`config.mk`:
```
export PLATFORM = sky130hd
export DESIGN_NAME = axis_window_acc
export DESIGN_NICKNAME = d
export VERILOG_FILES = /design/src/rtl/axis_window_acc_pkg.sv /design/src/rtl/axis_window_obuf.sv /design/src/rtl/axis_window_acc.sv
export SDC_FILE = /design/constraint.sdc
export NUM_CORES = 1
export LEC_CHECK = 0
export BUFFER_PORTS_ARGS = -buffer_cell sky130_fd_sc_hd__buf_4
export CORE_MARGIN = 2
export CORE_UTILIZATION = 40
export CTS_BUF_LIST = sky130_fd_sc_hd__clkbuf_8
export DETAILED_ROUTE_END_ITERATION = 7
export PLACE_DENSITY_LB_ADDON = 0.25
export SLEW_MARGIN = 20
export SYNTH_ARGS = -nofsm -noshare
export SYNTH_HDL_FRONTEND = slang
export SYNTH_HIERARCHICAL = 1
export SYNTH_SLANG_ARGS = --single-unit
```
`constraint.sdc`:
```
create_clock -name aclk -period 5.37 [get_ports aclk]
set_clock_uncertainty 0.15 [all_clocks]
set_input_delay 0.2685 -clock aclk [delete_from_list [all_inputs] [get_ports aclk]]
set_output_delay 0.2685 -clock aclk [all_outputs]
set_load 0.01 [all_outputs]
```
`src/rtl/axis_window_acc_pkg.sv`:
```
// Shared types and constants for the AXI4-Stream window accumulator.
// The result struct is sized for the widest supported build; narrower builds leave its upper bits at zero.
package axis_window_acc_pkg;

   localparam int DEF_TDATA_WIDTH = 128;
   localparam int DEF_FLAG_WIDTH  = 66;
   localparam int DEF_CNTR_WIDTH  = 8;
   localparam int DROP_CNTR_WIDTH = 16;
   localparam int RES_TDATA_MAX   = 1024;
   localparam int RES_TUSER_MAX   = 32;

   typedef enum logic {
      ST_IDLE,
      ST_OPEN
   } state_t;

   typedef struct packed {
      logic [RES_TDATA_MAX-1:0] tdata;
      logic [RES_TUSER_MAX-1:0] tuser;
      logic                     tlast;
   } result_t;

endpackage

```
`src/rtl/axis_window_obuf.sv`:
```
// One-entry output register slice: loads when empty or draining, otherwise drops the
// offered result and bumps a saturating drop counter. The held word never changes while stalled.
module axis_window_obuf
   import axis_window_acc_pkg::*;
(
   input  logic                       aclk,
   input  logic                       areset,
   input  logic                       load,
   input  result_t                    load_res,
   output result_t                    out_res,
   output logic                       out_valid,
   input  logic                       out_ready,
   output logic [DROP_CNTR_WIDTH-1:0] sts_drops
);

   logic                       full_reg;
   result_t                    res_reg;
   logic [DROP_CNTR_WIDTH-1:0] drops_reg;
   logic                       accept;

   assign accept = !full_reg || out_ready;

   always_ff @(posedge aclk) begin
      if (areset) begin
         full_reg  <= 1'b0;
         res_reg   <= '0;
         drops_reg <= '0;
      end else begin
         if (load && accept) begin
            res_reg  <= load_res;
            full_reg <= 1'b1;
         end else if (full_reg && out_ready) begin
            full_reg <= 1'b0;
         end
         if (load && !accept && !(&drops_reg)) begin
            drops_reg <= drops_reg + 1'b1;
         end
      end
   end

   assign out_res   = res_reg;
   assign out_valid = full_reg;
   assign sts_drops = drops_reg;

endmodule

```
`src/rtl/axis_window_acc.sv`:
```
// Merges a burst of stream samples into one word per window of cfg_len cycles (0 = pass-through).
// Define AXIS_WINDOW_ACC_TLAST_EN to add s_axis_tlast/m_axis_tlast and early close on tlast.
module axis_window_acc
   import axis_window_acc_pkg::*;
#(
   parameter int AXIS_TDATA_WIDTH = DEF_TDATA_WIDTH,
   parameter int FLAG_WIDTH       = DEF_FLAG_WIDTH,
   parameter int CNTR_WIDTH       = DEF_CNTR_WIDTH
) (
   input  logic                        aclk,
   input  logic                        areset,
   input  logic [CNTR_WIDTH-1:0]       cfg_len,
   input  logic [AXIS_TDATA_WIDTH-1:0] s_axis_tdata,
   input  logic                        s_axis_tvalid,
`ifdef AXIS_WINDOW_ACC_TLAST_EN
   input  logic                        s_axis_tlast,
   output logic                        m_axis_tlast,
`endif
   output logic [AXIS_TDATA_WIDTH-1:0] m_axis_tdata,
   output logic [CNTR_WIDTH-1:0]       m_axis_tuser,
   output logic                        m_axis_tvalid,
   input  logic                        m_axis_tready,
   output logic [DROP_CNTR_WIDTH-1:0]  sts_drops
);

   state_t                      state_reg, state_next;
   logic [AXIS_TDATA_WIDTH-1:0] acc_reg, acc_next, merged;
   logic [CNTR_WIDTH-1:0]       cntr_reg, cntr_next;
   logic [CNTR_WIDTH-1:0]       len_reg, len_next;
   logic [CNTR_WIDTH-1:0]       nsamp_reg, nsamp_next, nsamp_inc;
   logic [AXIS_TDATA_WIDTH-1:0] offer_tdata;
   logic [CNTR_WIDTH-1:0]       offer_tuser;
   logic                        offer_tlast;
   logic                        offer;
   logic                        tlast_in;
   result_t                     offer_res, out_res;
   logic                        unused_res;

`ifdef AXIS_WINDOW_ACC_TLAST_EN
   assign tlast_in = s_axis_tlast;
`else
   assign tlast_in = 1'b0;
`endif

   // Only the low FLAG_WIDTH bits accumulate; the rest keep the opening sample.
   genvar gi;
   generate
      for (gi = 0; gi < AXIS_TDATA_WIDTH; gi++) begin : g_merge
         if (gi < FLAG_WIDTH) begin : g_flag
            assign merged[gi] = acc_reg[gi] | (s_axis_tvalid & s_axis_tdata[gi]);
         end else begin : g_keep
            assign merged[gi] = acc_reg[gi];
         end
      end
   endgenerate

   assign nsamp_inc = (&nsamp_reg) ? nsamp_reg : nsamp_reg + 1'b1;

   always_comb begin
      state_next  = state_reg;
      acc_next    = acc_reg;
      cntr_next   = cntr_reg;
      len_next    = len_reg;
      nsamp_next  = nsamp_reg;
      offer       = 1'b0;
      offer_tdata = s_axis_tdata;
      offer_tuser = CNTR_WIDTH'(1);
      offer_tlast = tlast_in;
      case (state_reg)
         ST_IDLE: begin
            if (s_axis_tvalid) begin
               if (cfg_len == '0) begin
                  offer = 1'b1;
               end else begin
                  acc_next   = s_axis_tdata;
                  nsamp_next = CNTR_WIDTH'(1);
                  cntr_next  = CNTR_WIDTH'(1);
                  len_next   = cfg_len;
                  if (cfg_len == CNTR_WIDTH'(1) || tlast_in) begin
                     offer = 1'b1;
                  end else begin
                     state_next = ST_OPEN;
                  end
               end
            end
         end
         ST_OPEN: begin
            // cntr_next counts window cycles including this one, so a match is the last cycle.
            cntr_next = cntr_reg + 1'b1;
            acc_next  = merged;
            if (s_axis_tvalid) begin
               nsamp_next = nsamp_inc;
            end
            offer_tdata = merged;
            offer_tuser = nsamp_next;
            offer_tlast = s_axis_tvalid & tlast_in;
            if (cntr_next == len_reg || (s_axis_tvalid && tlast_in)) begin
               offer      = 1'b1;
               state_next = ST_IDLE;
            end
         end
         default: state_next = ST_IDLE;
      endcase
      offer_res = '0;
      offer_res.tdata[AXIS_TDATA_WIDTH-1:0] = offer_tdata;
      offer_res.tuser[CNTR_WIDTH-1:0]       = offer_tuser;
      offer_res.tlast                       = offer_tlast;
   end

   always_ff @(posedge aclk) begin
      if (areset) begin
         state_reg <= ST_IDLE;
         acc_reg   <= '0;
         cntr_reg  <= '0;
         len_reg   <= '0;
         nsamp_reg <= '0;
      end else begin
         state_reg <= state_next;
         acc_reg   <= acc_next;
         cntr_reg  <= cntr_next;
         len_reg   <= len_next;
         nsamp_reg <= nsamp_next;
      end
   end

   axis_window_obuf u_obuf (
      .aclk      (aclk),
      .areset    (areset),
      .load      (offer),
      .load_res  (offer_res),
      .out_res   (out_res),
      .out_valid (m_axis_tvalid),
      .out_ready (m_axis_tready),
      .sts_drops (sts_drops)
   );

   assign m_axis_tdata = out_res.tdata[AXIS_TDATA_WIDTH-1:0];
   assign m_axis_tuser = out_res.tuser[CNTR_WIDTH-1:0];
`ifdef AXIS_WINDOW_ACC_TLAST_EN
   assign m_axis_tlast = out_res.tlast;
`endif
   assign unused_res = ^{out_res.tdata, out_res.tuser, out_res.tlast};

endmodule

```
-- Yosys cells after proc, flatten, opt, wreduce, memory -nomap -nowiden
Cells that the tools add are included.
- bits in latches: 0
- register bits after elaboration: 306
- bits in read-only memories: 0
- memories: 0
- input bits: 140
- logic and storage cells: 189
- RAM bits: 0
- output and inout bits: 153
- $add $sub $neg: 3
- bitwise gates (word level): 134
- eq/ne operators: 4
- $mul: 0
- divide/modulo/power cells: 0
- shifts and indexed selects: 0
- reductions and logical operators: 15
- muxes and demuxes: 23
- $lt $le $gt $ge: 0
- operators with widths (operator ; number):
    $mux 128 ; 3
    $pmux 128 s2 ; 1
    $and 1x1->1 ; 66
    $or 1x1->1 ; 66
    $mux 8 ; 5
    $pmux 8 s2 ; 2
    $add 16x1->16 const B ; 1
    $add 8x1->8 const B ; 2
    $reduce_and 16->1 ; 1
    $mux 1 ; 10
    $eq 8x1->1 const B ; 1
    $eq 8x8->1 ; 1
    $logic_not 8->1 ; 1
    $reduce_and 8->1 ; 1
    $reduce_and 3->1 ; 2
    $logic_and 1x1->1 ; 4
    $ne 2x2->1 const B ; 2
    $pmux 1 s2 ; 2
    $logic_not 1->1 ; 3
    $not 1->1 ; 2
    $reduce_and 2->1 ; 1
    $reduce_bool 2->1 ; 1
    $logic_or 1x1->1 ; 1

-- Logic depth before layout (Yosys ltp)
Gate-level depths: netlist (run 1).
- depth after elaboration: 7
- depth in mapped cells: 13

-- Hierarchy
Netlist (run 1), hierarchy kept.
- by module, submodules not included (module ; area each (sq um) ; cells an instance ; times used ; sequential area each (sq um)):
    axis_window_obuf ; 36991.7 ; 4686 ; 1 ; 21500.6
    axis_window_acc ; 7269.5 ; 896 ; 1 ; 3062.9

-- Worst setup path after synthesis (run 1)
OpenSTA, ideal clock, no wires.
- path type: register -> register
- start point: register cntr_reg[0]
- end point: register u_obuf.drops_reg[5] (netlist: u_obuf/sts_drops[5])
- stages on the path, launching flop included: 13
- period minus slack after synthesis: 2.799 ns
- library setup time: 0.071 ns
- arrival: 2.578 ns
- slack: 2.571 ns
- data required time: 5.149 ns
- cell sequence: dfxtp_1 ha_1 clkbuf_1 xnor3_1 nand4_1 a311oi_1 o2111ai_1 nand2_1 inv_2 or2_1 buf_6 or4_1 a21oi_1
- word-level cells in the longest chain between the ends: 6
- RTL lines (what ; line ; RTL):
    start: declaration ; axis_window_acc.sv:28 ; logic [CNTR_WIDTH-1:0] cntr_reg, cntr_next;
    start signal: assignment ; axis_window_acc.sv:120 ; cntr_reg <= cntr_next;
    $add 8x1->8 ; axis_window_acc.sv:89 ; cntr_next = cntr_reg + 1'b1;
    $eq 8x8->1 ; axis_window_acc.sv:97 ; if (cntr_next == len_reg || (s_axis_tvalid && tlast_in)) begin
    $mux 1 ; axis_window_acc.sv:97 ;
    $pmux 1 s2 ; axis_window_acc.sv:69 ; case (state_reg)
    named net offer ; axis_window_acc.sv:34 ; logic offer;
    $logic_and 1x1->1 (2 in series) ; axis_window_obuf.sv:35 ; if (load && !accept && !(&drops_reg)) begin
    end signal: assignment ; axis_window_obuf.sv:36 ; drops_reg <= drops_reg + 1'b1;
    end: declaration ; axis_window_obuf.sv:18 ; logic [DROP_CNTR_WIDTH-1:0] drops_reg;
The timed path passes the listed nets, and every way through them passes these cells.
A chain may end at the register's enable or synchronous reset.

-- Final worst setup path (run 1)
- start point: register state_reg
- end point: register u_obuf.res_reg, in the netlist u_obuf/out_res[152]
- word-level cells in the longest chain between the ends: 3
- elaborated cells on any way between the ends: 4
- those cells by class: mux: 2; bitwise: 1; reduce/logical: 1
- RTL lines (what ; line ; RTL):
    start: declaration ; axis_window_acc.sv:26 ; state_t state_reg, state_next;
    start signal: assignment ; axis_window_acc.sv:118 ; state_reg <= state_next;
    $not 1->1 (no line) ; n/a ;
    $pmux 1 s2 * ; axis_window_acc.sv:69 ;
    named net offer ; axis_window_acc.sv:34 ;
    $logic_and 1x1->1 * ; axis_window_obuf.sv:29 ; if (load && accept) begin
    end signal: assignment ; axis_window_obuf.sv:30 ; res_reg <= load_res;
    end: declaration ; axis_window_obuf.sv:17 ; result_t res_reg;
The timed path passes the listed nets; every way through them passes the cells marked *.

==> impl_metrics.json, run 1 <==
{
  "cts.sinks": 306,
  "drv_slew": 0,
  "dieHeight_um": 183,
  "h-tree-depth": 2,
  "period_share": 0.654,
  "pin_count": 293,
  "die_area_mm2": 0.0337,
  "synth_area_mm2": 0.0129,
  "min_from": "areset",
  "critPathMaxFanout": 78,
  "die_w_um": 183,
  "gp_congestion": 0.759,
  "path_clk_slew_ns": 0.06,
  "antenna_found_initial": 1,
  "dpl.hpwl_um": 21400,
  "cap_violations": 0,
  "r2r-start": "state_reg",
  "rows": 65,
  "syn_area_per_cell_um2": 8.03,
  "grtUsageTotal": 0.206,
  "final-setup-viol-count": 0,
  "crit_arrival_ns": 3.84,
  "grt_max_degree": 163,
  "path_class": "reg -> reg",
  "drt_wl_total_um": 36400,
  "post_cts_buffers": 0,
  "power.density_mw_per_mm2": 294,
  "final_common_cell": "nand2_1",
  "clkLatencyLatePin_ns": 0.56,
  "cts_root_buf": "clkbuf_8",
  "cts_tree": "built",
  "relSlewSlack": 0.283,
  "grt_pass1_wl_um": 57700,
  "grt_pass1_vias": 11727,
  "wl_per_cell_um": 15.2,
  "crit_path_end_kind": "flop",
  "worst_slew_pin_slew_ns": 1.08,
  "drtPass1Iterations": 6,
  "grt-ovfl-total": 0,
  "synthCells": 1604,
  "mostFrequentLayoutCells": "567 x nand2_1, 305 x dfxtp_1, 299 x buf_4",
  "core_mm2": 0.0316,
  "start_util": 0.407,
  "fmax_mhz": 285,
  "place_area_mm2": 0.0150,
  "largest_reg_flops": 136,
  "crit_required_ns": 5.70,
  "post-route-drc-count": 0,
  "ant_nets": 0,
  "syn2layout_area_growth_pct": 35.1,
  "p_leak_uw": 0.00710,
  "setup_tns_ns": 0,
  "clockBufferDepth": 3,
  "numCtsBuffers": 52,
  "status": "complete, no violations",
  "design_area_mm2": 0.0174,
  "vdd_drop_max_v": 0.000182,
  "drive_above_1_share": 0.232,
  "vias": 12344,
  "start_kind": "flop",
  "hold_viol_final": 0,
  "hp-class": "in -> reg",
  "io_buffers": 292,
  "grt_setup_unrepaired": "no",
  "syn_nets": 1747,
  "ys_warn_count": 6,
  "via_per_inst": 5.15,
  "nets": 2098,
  "crit_path_start": "state_reg",
  "min_period_ns": 3.51,
  "cts_resized": 0,
  "drt_iter0_drc": 748
}
==> per-layer routing <==
metal | up-vias | share of wire | global-route usage
li1 | 6110 | - | -
met1 | 5772 | 0.45 | 0.268
met2 | 399 | 0.46 | 0.344
met3 | 63 | 0.071 | 0.0454
met4 | 0 | 0.020 | 0.0602
met5 | - | 0 | 0
==> power by group <==
part | internal [µW] | switching, µW
sequential | 2370 | 72.6
combinational | 328 | 339
clock | 1080 | 921
==> path summary, 6_finish.rpt <==
path	to	slack (ns)	cells after the start
worst max-delay path	u_obuf/out_res[152]	1.86	7
worst min-delay path	u_obuf/sts_drops[9]	0.12	2
worst max register to register	u_obuf/out_res[152]	1.86	7
worst min register to register	acc_reg[42]	0.30	2
==> per-stage QoR <==
step | utilization | hold slack [ns] | instances | total power (µW) | setup slack, ns
3_5_place_dp | 0.475 | 0.293 | 2165 | 3080 | 1.88
5_1_grt | 0.550 | 0.189 | 2394 | 5360 | 1.50
2_1_floorplan | - | 0.254 | 1604 | 2860 | 2.57
3_3_place_gp | 0.475 | 0.287 | 2165 | 3070 | 1.95
4_1_cts | 0.550 | 0.142 | 2393 | 5180 | 1.85
6_report | 0.550 | 0.116 | 2395 | 5120 | 1.86
==> area by class of cell <==
cell class              count  area [µm²]
diodes                      2        5.00
clock buffers              62         853
clock inverters            28         138
fillers                  2839       14200
inverters                   7        26.3
multi-input cells        1148        6080
flip-flops and latches    306        6130
well taps                 402         503
repair buffers            440        3680
==> critical path, stage by stage (launching register included) <==
cell     delay (ns)
dfxtp_4        1.00
nor2b_1        0.41
nand3_1        0.21
nand2_1        0.17
nand2_4        0.55
buf_4          0.59
nand2_1        0.12
a21oi_1        0.15
==> timing repair <==
item | 4_1_cts | 5_1_grt
hold endpoints to repair | 267 | 0
hold buffers | 138 | 0
endpoints found under the setup margin | 0 | 0
Power figures use the tool's default switching activity.
==> run 2: changes to the inputs <==
clock period = 2.9 ns   (was 5.37 ns; I/O delays follow)
==> run 2 against run 1 <==
Net effect: utilization rose by 2.6 points; critical path depth is 3 higher; worst setup slack got worse by 1.8 ns; global-route usage up 0.76 points; routed wire length up 4.0%; worst hold slack better by 0.10 ns; maximum frequency is 24% higher; final cell count grew 2.6%; clock power is 110% higher; register-to-register slack lost 1.8 ns; critical path type unchanged; critical endpoint is now u_obuf/sts_drops[11]; largest cell class unchanged; largest power group unchanged.
==> impl_metrics.json, run 2 (same netlist as run 1, synthesis figures left out) <==
{
  "status": "complete, no violations",
  "hold_viol_final": 0,
  "reg2regPathDepth": 10,
  "grt_pass1_vias": 12080,
  "syn2layout_area_growth_pct": 41.6,
  "path_clk_slew_ns": 0.06,
  "h-tree-depth": 2,
  "vdd_drop_max_v": 0.000413,
  "start_util": 0.407,
  "largest_reg_flops": 136,
  "crit_path_end_kind": "flop",
  "final-setup-viol-count": 0,
  "power.density_mw_per_mm2": 550,
  "critPathMaxFanout": 8,
  "nets": 2156,
  "numCtsBuffers": 52,
  "grt_pass1_wl_um": 59900,
  "drt_iter0_drc": 712,
  "vias": 12561,
  "p_leak_uw": 0.00754,
  "multiInputGateArea_mm2": 0.00611,
  "p_switching_uw": 2570,
  "drive_above_1_share": 0.247,
  "relSlewSlack": 0.396,
  "grtUsageTotal": 0.214,
  "cts_tree": "built",
  "antenna_found_initial": 0,
  "rows": 65,
  "dpl.hpwl_um": 21800,
  "power_switching_share": 0.256,
  "ant_nets": 0,
  "wl_per_cell_um": 15.4,
  "clockBufferDepth": 3,
  "power_frac_comb": 0.136,
  "internal_power_uw": 7470,
  "dp_cells": 2190,
  "core_mm2": 0.0316,
  "mostFrequentLayoutCells": "567 x nand2_1, 314 x buf_4, 302 x dfxtp_1",
  "via_per_inst": 5.11,
  "grt_max_degree": 161,
  "num-fill-cells": 2770,
  "clkLatencyLatePin_ns": 0.58,
  "worst_slew_pin_slew_ns": 0.900,
  "die_w_um": 183,
  "dp_worst_setup_slack_ns": 0.0157,
  "drv_slew": 0,
  "fin_cells": 2458,
  "regArea_mm2": 0.00613,
  "crit_required_ns": 3.25,
  "fmax_mhz": 354,
  "pin_count": 293,
  "crit_arrival_ns": 3.17,
  "gp_congestion": 0.839,
  "n_antenna_cell": 0,
  "io_buffers": 292,
  "die_area_mm2": 0.0337,
  "grt-ovfl-total": 0,
  "dieHeight_um": 183,
  "period_share": 0.974,
  "final_common_cell": "nand2_1",
  "p_seq_frac": 0.448,
  "fin_ws_ns": 0.0758,
  "min_period_ns": 2.82,
  "post_cts_buffers": 0,
  "post-route-drc-count": 0,
  "holdPathStages": 4,
  "hp-class": "in -> reg",
  "drt_wl_total_um": 37800,
  "cts.sinks": 306,
  "start_kind": "flop",
  "power_frac_clock": 0.416,
  "path_class": "reg -> reg",
  "cts_root_buf": "clkbuf_8",
  "cap_violations": 0,
  "drtPass1Iterations": 4
}
[run 2: layout make-up]
type,count,area share
inverters,7,0.00144
clock inverters,28,0.0110
well taps,402,0.0276
flip-flops and latches,306,0.336
multi-input cells,1148,0.335
repair buffers,498,0.237
clock buffers,69,0.0520
[run 2: worst max-delay path: stages (launching register included)]
cell,delay (ns)
dfxtp_2,0.36
buf_4,0.14
and2_1,0.14
a32o_1,0.29
a311oi_2,0.28
o2111ai_1,0.19
nand2_1,0.15
and3b_2,0.27
nand3_4,0.12
or4_1,0.49
a21oi_1,0.16
[run 2: repair_timing]
item,CTS,global route
hold endpoints to repair,287,0
setup endpoints to repair,0,18
hold buffers,171,0
resized for setup,0,9
[run 2: routing by layer]
| layer | share of wire | track usage | wire [µm] |
|---|---|---|---|
| met1 | 0.44 | 0.271 | 16800 |
| met2 | 0.47 | 0.364 | 17800 |
| met3 | 0.067 | 0.0507 | 2550 |
| met4 | 0.018 | 0.0576 | 683 |
| met5 | 0 | 0 | 0 |
[run 2: path summary, 6_finish.rpt]
check,start,end,slack [ns]
setup reg to reg,cntr_reg[0],u_obuf/sts_drops[11],0.08
setup / recovery,cntr_reg[0],u_obuf/sts_drops[11],0.08
hold reg to reg,acc_reg[34],acc_reg[34],0.30
hold / removal,s_axis_tdata[115],acc_reg[115],0.22
[run 2: through the flow]
step / util / cell area (µm²) / setup TNS, ns / hold slack [ns] / power, µW
2_1_floorplan: - / 12900 / 0 / 0.131 / 5300
3_3_place_gp: 0.485 / 15400 / 0 / 0.250 / 5730
3_5_place_dp: 0.485 / 15400 / 0 / 0.259 / 5750
4_1_cts: 0.576 / 18200 / 0 / 0.178 / 10100
5_1_grt: 0.577 / 18300 / -0.0460 / 0.215 / 10500
6_report: 0.577 / 18300 / 0 / 0.220 / 10000
[run 2: power by group through the flow]
stage	clock (µW)	combinational, µW	sequential (µW)
after floorplan	0	718	4590
after CTS	4280	1360	4500
after detailed placement	0	1170	4590
final	4170	1370	4500
after global routing	4480	1500	4520
after global placement	0	1150	4580
